===== config.mk =====
export PLATFORM = sky130hd
export DESIGN_NAME = evt_coalesce
export DESIGN_NICKNAME = d
export VERILOG_FILES = /design/src/rtl/evt_coalesce.sv
export SDC_FILE = /design/constraint.sdc
export NUM_CORES = 1
export LEC_CHECK = 0
export CAP_MARGIN = 25
export CORE_MARGIN = 2
export CORE_UTILIZATION = 45
export DETAILED_ROUTE_END_ITERATION = 16
export HOLD_SLACK_MARGIN = 0.15
export PLACE_DENSITY_LB_ADDON = 0.3
export SYNTH_ARGS = -nofsm -noshare
export SYNTH_HDL_FRONTEND = slang
export SYNTH_SLANG_ARGS = --single-unit

===== constraint.sdc =====
create_clock -name sys_clk -period 3.4 [get_ports sys_clk]
set_clock_uncertainty 0.05 [all_clocks]
set_input_delay 0.68 -clock sys_clk [delete_from_list [all_inputs] [get_ports sys_clk]]
set_output_delay 0.68 -clock sys_clk [all_outputs]
set_load 0.01 [all_outputs]

===== src/rtl/evt_coalesce.sv =====
// evt_coalesce: interrupt coalescing for a stream of event strobes.
// Pending events are counted until a threshold is reached or a timeout
// expires, then irq is held until acknowledged.
// Define EVT_COALESCE_TIMER_EN to build the timeout timer. Without it,
// firing is threshold-only and the timeout input is unused.
module evt_coalesce #(
    parameter int unsigned CNT_W = 16,
    parameter int unsigned TMO_W = 16
) (
    input  logic             sys_clk,
    input  logic             sys_rst_n,
    input  logic             en,
    input  logic             evt,
    input  logic [CNT_W-1:0] threshold,
    input  logic [TMO_W-1:0] timeout,
    input  logic             irq_ack,
    output logic             irq,
    output logic [CNT_W-1:0] pend_cnt,
    output logic [CNT_W-1:0] ack_cnt,
    output logic [31:0]      total_cnt
);

    typedef enum logic [1:0] {StIdle, StPend, StFire} state_t;

    state_t           state;
    logic             acc;
    logic             thr_le1;
    logic [CNT_W-1:0] thr_eff;
    logic [CNT_W-1:0] pend_inc;
    logic [CNT_W-1:0] pend_step;
    logic             tmo_hit;

    assign acc       = evt & en;
    // A threshold of 0 is treated as 1.
    assign thr_le1   = (threshold <= CNT_W'(1));
    assign thr_eff   = thr_le1 ? CNT_W'(1) : threshold;
    assign pend_inc  = (&pend_cnt) ? pend_cnt : pend_cnt + CNT_W'(1);
    assign pend_step = acc ? pend_inc : pend_cnt;

`ifdef EVT_COALESCE_TIMER_EN
    logic [TMO_W-1:0] timer;

    assign tmo_hit = (timeout != '0) && (timer == timeout - TMO_W'(1));

    // Timer counts cycles spent in PEND, holds in FIRE, clears on ack/flush.
    always_ff @(posedge sys_clk or negedge sys_rst_n) begin
        if (!sys_rst_n) begin
            timer <= '0;
        end else if (!en) begin
            timer <= '0;
        end else begin
            case (state)
                StIdle:  timer <= '0;
                StPend:  timer <= timer + TMO_W'(1);
                StFire:  if (irq_ack) timer <= '0;
                default: timer <= '0;
            endcase
        end
    end
`else
    logic unused_timeout;

    assign tmo_hit        = 1'b0;
    assign unused_timeout = ^timeout;
`endif

    // Coalescing FSM with registered irq, plus the event/ack counters.
    always_ff @(posedge sys_clk or negedge sys_rst_n) begin
        if (!sys_rst_n) begin
            state     <= StIdle;
            irq       <= 1'b0;
            pend_cnt  <= '0;
            ack_cnt   <= '0;
            total_cnt <= '0;
        end else if (!en) begin
            state    <= StIdle;
            irq      <= 1'b0;
            pend_cnt <= '0;
        end else begin
            if (acc) begin
                total_cnt <= total_cnt + 32'd1;
            end
            case (state)
                StIdle: begin
                    if (acc) begin
                        pend_cnt <= CNT_W'(1);
                        if (thr_le1) begin
                            state <= StFire;
                            irq   <= 1'b1;
                        end else begin
                            state <= StPend;
                        end
                    end
                end
                StPend: begin
                    pend_cnt <= pend_step;
                    if ((pend_step >= thr_eff) || tmo_hit) begin
                        state <= StFire;
                        irq   <= 1'b1;
                    end
                end
                StFire: begin
                    if (irq_ack) begin
                        // Captured count excludes any same-cycle event.
                        ack_cnt  <= pend_cnt;
                        pend_cnt <= acc ? CNT_W'(1) : '0;
                        if (!acc) begin
                            state <= StIdle;
                            irq   <= 1'b0;
                        end else if (thr_le1) begin
                            state <= StFire;
                            irq   <= 1'b1;
                        end else begin
                            state <= StPend;
                            irq   <= 1'b0;
                        end
                    end else begin
                        pend_cnt <= pend_step;
                    end
                end
                default: begin
                    state <= StIdle;
                    irq   <= 1'b0;
                end
            endcase
        end
    end

endmodule


# [Word-level counts from Yosys, hierarchy flattened]
# Cells that the tools add are included.
[totals] register_bits=67 input_bits=37 elab_cells=47
[classes] add_sub_neg=2 order_cmp=2 n_eq_ne=7 muxes=23 bitwise_logic=1 reduce_logical=7
[op_table] operator="$mux 16" n=6
[op_table] operator="$pmux 16 s3" n=1
[op_table] operator="$add 32x1->32 const B" n=1
[op_table] operator="$add 16x1->16 const B" n=1
[op_table] operator="$ge 16x16->1" n=1
[op_table] operator="$le 16x1->1 const B" n=1
[op_table] operator="$reduce_and 16->1" n=1
[op_table] operator="$mux 2" n=6
[op_table] operator="$ne 3x3->1 const B" n=4
[op_table] operator="$mux 1" n=8
[op_table] operator="$pmux 2 s3" n=1
[op_table] operator="$reduce_and 3->1" n=2
[op_table] operator="$ne 4x1->1 const B" n=1
[op_table] operator="$reduce_and 2->1" n=2
[op_table] operator="$reduce_and 4->1" n=1
[op_table] operator="$pmux 1 s3" n=1
[op_table] operator="$eq 2x1->1 const B" n=1
[op_table] operator="$eq 2x2->1 const B" n=1
[op_table] operator="$logic_not 2->1" n=1
[op_table] operator="$and 1x1->1" n=1

# [Longest topological paths before layout]
# Gate-level depths: netlist of run 1.
[logic_depth] depth_word=7 ltp_mapped=13 ltp_nobuf=12

# [Worst setup path before layout of run 1]
# OpenSTA, ideal clock, no wires.
[synth_path] kind="reg2reg" start="register pend_cnt[6]" end="register state[0]" setup_ns=0.125 arrival_time_ns=3.198 required_ns=3.225 slack_ns=0.027 path_stages_with_launch=12 path_buffers=2 synth_period_minus_slack_ns=3.373 path_cell_list="dfrtp_1 > buf_4 > nand4_2 > or4_4 > and2_4 > buf_6 > mux2_2 > ha_1 > a2111oi_0 > or4_1 > a31o_2 > mux2_2"
[synth_between] elab_chain_cells=6
[synth_lines] element="from (decl)" line_no="18" source="output logic [CNT_W-1:0] pend_cnt,"
[synth_lines] element="from (signal assigned)" line_no="96" source="pend_cnt <= pend_step;"
[synth_lines] element="from (signal assigned)" line_no="106" source="pend_cnt <= acc ? CNT_W'(1) : '0;"
[synth_lines] element="from (signal assigned)" line_no="118" source="pend_cnt <= pend_step;"
[synth_lines] element="$add 16x1->16 or $reduce_and 16->1 (tied branches)" line_no="37" source="assign pend_inc = (&pend_cnt) ? pend_cnt : pend_cnt + CNT_W'(1);"
[synth_lines] element="$mux 16" line_no="37"
[synth_lines] element="$mux 16 (*)" line_no="38" source="assign pend_step = acc ? pend_inc : pend_cnt;"
[synth_lines] element="$ge 16x16->1 (*)" line_no="97" source="if ((pend_step >= thr_eff) || tmo_hit) begin"
[synth_lines] element="$ne 3x3->1 (no source line) (*)"
[synth_lines] element="$reduce_and 3->1 (no source line) (*)"
[synth_lines] element="to (signal assigned)" line_no="98" source="state <= StFire;"
[synth_lines] element="to (signal assigned)" line_no="108" source="state <= StIdle;"
[synth_lines] element="to (signal assigned)" line_no="111" source="state <= StFire;"
[synth_lines] element="to (decl)" line_no="25" source="state_t state;"
# Mark *: on every way between the ends. The rest lies on a longest branch, timed or not.
# A chain may end at the register's enable or synchronous reset.

# [Worst setup path after layout of run 1]
[layout_path] start="input port threshold[7]" end="register state[0]"
[layout_between] elab_chain_cells=6
[layout_lines] element="from (decl)" line_no="14" source="input logic [CNT_W-1:0] threshold,"
[layout_lines] element="branches (longest 6 deep; another with $le 16x1->1)"
[layout_lines] element="to (signal assigned)" line_no="76" source="state <= StIdle;"
[layout_lines] element="to (signal assigned)" line_no="108"
[layout_lines] element="to (signal assigned)" line_no="111"
# Parallel ways; which one is timed is not known. The select of a mux whose other input is x is not followed.

==> results of run 1 <==
[power breakdown]
| group | internal, mW | switching [mW] | total [mW] |
|---|---|---|---|
| combinational | 0.345 | 0.338 | 0.683 |
| sequential | 0.865 | 0.0742 | 0.939 |
| clock | 0.359 | 0.326 | 0.684 |
| total | 1.57 | 0.738 | 2.31 |
[final cells by class]
type	instances	area (µm²)
Fill cell	705	3038
Multi-Input combinational cell	294	2143
Sequential cell	67	1677
Timing Repair Buffer	146	1309
Clock buffer	10	137.6
Tap cell	108	135.1
Inverter	24	90.09
Clock inverter	6	63.81
[registers in the layout, indices dropped and copies added, names as in the netlist]
signal,flops
total_cnt,32
state,2
irq,1
pend_cnt,16
ack_cnt,16
[cell families after synthesis]
kind of cell             count (synthesis)  share of synthesized area
XOR/XNOR                                43                    0.09623
AO/OA/AOI/OAI                           69                     0.1212
multiplexers                            14                    0.03996
flip-flops                              67                     0.4284
adder cells (fa/ha/maj)                 22                    0.07033
buffers and inverters                   40                    0.04444
AND/OR/NAND/NOR                        146                     0.1995
[worst max path at each step]
stage,slack [ns],to,cells after the start,startpoint
3_5_place_dp,-0.40,state[0]$_DFFE_PN0P_,11,threshold[7]
2_1_floorplan,0.03,state[0]$_DFFE_PN0P_,11,pend_cnt[6]$_DFFE_PN0P_
3_3_place_gp,-0.39,state[0]$_DFFE_PN0P_,11,threshold[7]
4_1_cts,0.007,state[0]$_DFFE_PN0P_,11,evt
6_report,0.12,state[0]$_DFFE_PN0P_,11,threshold[7]
5_1_grt,0.02,state[1]$_DFFE_PN0P_,11,pend_cnt[9]$_DFFE_PN0P_
[routing by layer]
layer	GRT usage	routed length, µm	up-vias
met1	0.2700	4386	1735
met3	0.04101	438	12
met5	0	0	-
met2	0.3718	4931	93
li1	-	-	1712
met4	0.06731	161	0
[layout by cell type (no fill, tap or decap), drive strengths merged, types with 3 or more instances in the layout]
master,netlist,layout
and2,4,4
clkbuf,7,10
nor3,9,9
or3,3,3
nor2,25,25
ha,22,22
or2,4,4
and4,3,3
a21oi,9,9
and3,9,9
a31oi,13,13
nand4,14,14
dfrtp,67,67
or4,5,5
nand3,15,15
mux2,13,13
nand2b,6,6
xor2,11,11
a21o,3,3
o21ai,14,14
o21a,3,3
inv,24,25
nor4,3,3
clkdlybuf4s50,0,82
a31o,4,4
buf,9,62
a41oi,5,5
nand2,39,39
xnor2,32,32
[worst max-delay path, delay by kind of cell]
family	cells	cell delay, ns
AO/OA/AOI/OAI	2	0.57
adder cells (fa/ha/maj)	1	0.21
buffers and inverters	1	0.47
multiplexers	1	0.33
AND/OR/NAND/NOR	6	1.21
[timing repair]
item | CTS | global route
setup buffers | 1 | 2
pin swaps | 1 | 9
gates resized for setup | 5 | 15
setup endpoints to repair | 2 | 3
hold buffers | 0 | 0
[per-stage QoR]
stage,power [mW],cells
after floorplan,1.324,401
after global placement,1.605,636
after detailed placement,1.624,636
after CTS,2.315,653
after global routing,2.445,655
final,2.307,655
==> impl_metrics.json, run 1 <==
{
  "slowest_stage": "clkdlybuf4s50_1",
  "grt_max_degree": 68,
  "io-pin-count": 102,
  "antenna_left": 0,
  "r2r_cells": 10,
  "num_rows": 34,
  "antenna_found_initial": 0,
  "crit_path_start_kind": "input port",
  "ctsLongestPathBuffers": 2,
  "cp.required_ns": 3.58,
  "vias_per_cell": 5.423,
  "fin_util": 0.6465,
  "synth_nets": 460,
  "holdCritStartpoint": "total_cnt[31]$_DFFE_PN0P_",
  "setup_tns_ns": 0,
  "core_um2": 8593,
  "cts_tree": "yes",
  "netlist_instances": 401,
  "hold_violations": 0,
  "wire_per_inst_um": 15.14,
  "synth.avg_cell_area_um2": 9.760,
  "stdcell_area_um2": 5555,
  "syn2layout_area_growth_pct": 41.94,
  "tightest_slew_ns": 0.8545,
  "place.gp.congestion": 0.8906,
  "peakVddDrop_uv": 239.9,
  "holdWs_ns": 0.4238,
  "wirelength_um": 9918,
  "synth_top_area_share": 0.4284,
  "clkSinkCount": 67,
  "r2r-end": "state[0]$_DFFE_PN0P_",
  "drt_iter0_drc": 158,
  "criticalPathCategory": "input port to flip-flop",
  "grt-ovfl-total": 0,
  "diodes": 0,
  "place_ws_ns": -0.3986,
  "fin_crit_ns": 3.284,
  "die_area_um2": 9460,
  "ys_top_cells_by_count": "dfrtp_1 (67), nand2_1 (39), xnor2_1 (32)",
  "regToRegSetupSlack_ns": 0.12,
  "holdPathEnd": "total_cnt[31]$_DFFE_PN0P_",
  "synthesis.area_um2": 3914,
  "timing.final.crit_share": 0.9658,
  "drv_slew": 0,
  "synth-edff-count": 0,
  "crit_path_end_kind": "flip-flop",
  "slowest_delay_ns": 0.47,
  "cts.clk_slew.worst_paths_ns": 0.08,
  "yosysWarnings": 0,
  "drc": 0,
  "track_usage": 0.2140,
  "place_area_um2": 5246,
  "async_reset_ff_frac": 1.000,
  "r2r_start": "pend_cnt[9]$_DFFE_PN0P_",
  "synth_most_common_cell": "dfrtp_1",
  "ys_seq_area_frac": 0.4284,
  "grt_pass1_wl_um": 16700,
  "die_w_um": 97.26,
  "synth_area_leaders": "dfrtp_1 (43%), xnor2_1 (7.2%), ha_1 (7.0%)",
  "setup_viol": 0,
  "worstPathCellList": "clkdlybuf4s50_1 > nor4_2 > nand2_1 > nor2_1 > or2_2 > ha_1 > nand2b_1 > a2111oi_2 > or4_4 > a31o_2 > mux2_2",
  "clock_latency_ns": 0.35,
  "maxSlewHeadroom": 0.4303,
  "cts_made_buffers": 9,
  "drt_first_pass_iters": 4,
  "grt_setup_unrepaired": "no",
  "final_nets": 601,
  "h-tree-depth": 3,
  "cts-root-buf": "clkbuf_8",
  "synth_cell_types": 60,
  "crit_path_max_fanout": 3,
  "vias": 3552,
  "outcome": "complete, no violations",
  "fin_ws_ns": 0.1163,
  "yosysTopAreaCell": "dfrtp_1",
  "hp-class": "flip-flop to flip-flop",
  "p_leak_nw": 2.525,
  "crit_arrival_ns": 3.47,
  "dieHeight_um": 97.26,
  "synth_ff_type": "dfrtp_1",
  "initial_core_util": 0.4554,
  "min_path_cells": 1,
  "grt_pass1_vias": 3565,
  "power.density_nw_per_um2": 415.2,
  "clock.fmax_mhz": 304.5,
  "place_hpwl_um": 7439,
  "drive_above_1_share": 0.2194,
  "cap_violations": 0,
  "ys_ff_latch": 67,
  "io_buffer_count": 85
}
Power figures use the tool's default switching activity.
==> run 2: changes to the inputs <==
CORE_UTILIZATION = 52   (was 45)
DONT_BUFFER_PORTS = 1   (was unset)
==> run 2 against run 1 <==
  * Sequential share of layout area up 7.4 points
  * Non-clock buffer count shrank 120
  * Routed wire length fell by 5.0%
  * Flip-flop and latch count unchanged
  * Utilization is 3.2 points lower
  * Count of clock-buffer cells in the layout decreased by 1
  * Sequential power is 3.6% higher
  * Fmax shrank 0.45%
  * Final cell count decreased by 20%
  * Die area fell by 13%
  * Clock power grew 15%
  * Largest power group unchanged
  * Highest routed layer unchanged
==> impl_metrics.json, run 2 (same netlist as run 1, synthesis figures left out) <==
{
  "peakVddDrop_uv": 288.6,
  "cap_violations": 0,
  "syn2layout_area_growth_pct": 13.97,
  "crit_path_max_fanout": 11,
  "hold_violations": 0,
  "sw_frac_of_total": 0.3356,
  "io-pin-count": 102,
  "grt_max_degree": 68,
  "clock.fmax_mhz": 303.2,
  "regToRegSetupSlack_ns": 0.10,
  "pwr-share-seq": 0.430,
  "drv_slew": 0,
  "fin_crit_ns": 3.298,
  "track_usage": 0.2343,
  "place.gp.congestion": 0.9234,
  "setup_viol": 0,
  "slowest_delay_ns": 0.57,
  "wirelength_um": 9422,
  "p_leak_nw": 2.063,
  "die_area_um2": 8236,
  "dieHeight_um": 90.76,
  "top_regs": "total_cnt x32, ack_cnt x16, pend_cnt x16",
  "drt_first_pass_iters": 5,
  "crit_path_end_kind": "flip-flop",
  "p_int_mw": 1.502,
  "clkSinkCount": 67,
  "largest_reg_flops": 32,
  "hp-class": "input port to async pin",
  "maxSlewHeadroom": 0.5589,
  "initial_core_util": 0.5396,
  "crit_arrival_ns": 3.48,
  "cts.clk_slew.worst_paths_ns": 0.09,
  "final_cell_mix": "dfrtp_1 (67), nand2_1 (39), xnor2_1 (31)",
  "n_fill_cell": 634,
  "io_buffer_count": 0,
  "power.density_nw_per_um2": 507.0,
  "grt_pass1_wl_um": 15590,
  "die_w_um": 90.76,
  "cts-root-buf": "clkbuf_8",
  "final_common_cell": "dfrtp_1",
  "cts_tree": "yes",
  "clock_latency_ns": 0.35,
  "grt-ovfl-total": 0,
  "tightest_slew_ns": 0.6616,
  "r2r_cells": 11,
  "antenna_found_initial": 0,
  "slowest_stage": "or4_4",
  "place_hpwl_um": 6817,
  "wire_per_inst_um": 17.91,
  "grt_pass1_vias": 3093,
  "p_clk_frac": 0.349,
  "fin_ws_ns": 0.1016,
  "crit_path_start_kind": "flip-flop",
  "power.total_mw": 2.261,
  "drt_iter0_drc": 146,
  "core_um2": 7253,
  "worstPathCellList": "nand4_4 > or4_4 > and2_4 > nand3_1 > xnor2_1 > ha_1 > and3_1 > a221oi_2 > a2bb2oi_2 > a31o_2 > mux2_2",
  "largest_register": "total_cnt",
  "criticalPathCategory": "flip-flop to flip-flop",
  "final_nets": 481,
  "drive_above_1_share": 0.1827,
  "num_rows": 31,
  "cts_made_buffers": 9,
  "timing.final.crit_share": 0.9701,
  "place_ws_ns": 0.02500,
  "h-tree-depth": 3,
  "outcome": "complete, no violations",
  "cp.required_ns": 3.58,
  "diodes": 0,
  "setup_tns_ns": 0,
  "holdWs_ns": 0.1463,
  "p_sw_mw": 0.7588,
  "antenna_left": 0,
  "vias_per_cell": 5.816,
  "vias": 3059,
  "drc": 0,
  "ctsLongestPathBuffers": 2,
  "combPwrFrac": 0.221
}
-- run 2: layout make-up --
type / count / area (µm²) / area share
repair buffers: 26 / 215.2 / 0.04825
flip-flops and latches: 67 / 1677 / 0.3759
well taps: 99 / 123.9 / 0.02777
clock inverters: 7 / 107.6 / 0.02412
clock buffers: 9 / 123.9 / 0.02777
inverters: 24 / 90.09 / 0.02020
multi-input cells: 294 / 2123 / 0.4760
-- run 2: what timing repair did --
item                                    in CTS  in global routing
endpoints found under the setup margin       1                  3
gates resized for setup                      1                 12
hold buffers                                 1                  0
pin swaps                                    0                  1
setup buffers                                0                  1
hold endpoints to repair                    67                  0
-- run 2: routing by layer --
layer / vias up / GRT usage / share of wire
met3: 10 / 0.08264 / 0.079
met4: 0 / 0.07821 / 0.0097
met5: - / 0 / 0
met2: 97 / 0.3563 / 0.47
met1: 1482 / 0.3118 / 0.44
li1: 1470 / - / -
-- run 2: path summary, 6_finish.rpt --
kind / from / end
hold / removal: sys_rst_n / total_cnt[25]$_DFFE_PN0P_
max in group asynchronous: sys_rst_n / pend_cnt[12]$_DFFE_PN0P_
setup / recovery: pend_cnt[8]$_DFFE_PN0P_ / state[0]$_DFFE_PN0P_
min in group sys_clk: en / pend_cnt[0]$_DFFE_PN0P_
hold reg to reg: total_cnt[31]$_DFFE_PN0P_ / total_cnt[31]$_DFFE_PN0P_
setup reg to reg: pend_cnt[8]$_DFFE_PN0P_ / state[0]$_DFFE_PN0P_
-- run 2: stage by stage --
stage | cell area [µm²] | utilization | cells
floorplan | 3914 | - | 401
global placement | 4134 | 0.5700 | 508
detailed placement | 4134 | 0.5700 | 508
CTS | 4395 | 0.6060 | 525
global route | 4461 | 0.6150 | 526
finish | 4461 | 0.6150 | 526
-- run 2: critical path: cells and delay by family, from the launching register on --
family          cells  cell delay [ns]
compound gates      3             0.75
mux                 1             0.33
xor+xnor            1             0.12
fa+ha+maj           1             0.25
flops               1             0.43
simple gates        5             1.26
-- run 2: power groups by stage --
| stage | combinational [mW] | clock, mW | sequential, mW |
|---|---|---|---|
| finish | 0.499 | 0.789 | 0.973 |
| detailed placement | 0.460 | 0 | 0.988 |
| global placement | 0.441 | 0 | 0.982 |
| global route | 0.555 | 0.836 | 0.988 |
| CTS | 0.484 | 0.800 | 0.971 |
| floorplan | 0.354 | 0 | 0.970 |
==> run 3: changes to the inputs <==
CTS_CLUSTER_DIAMETER = 150   (was unset)
==> results of run 3 <==
Final layout, timing and power as in run 2 (identical DEF).
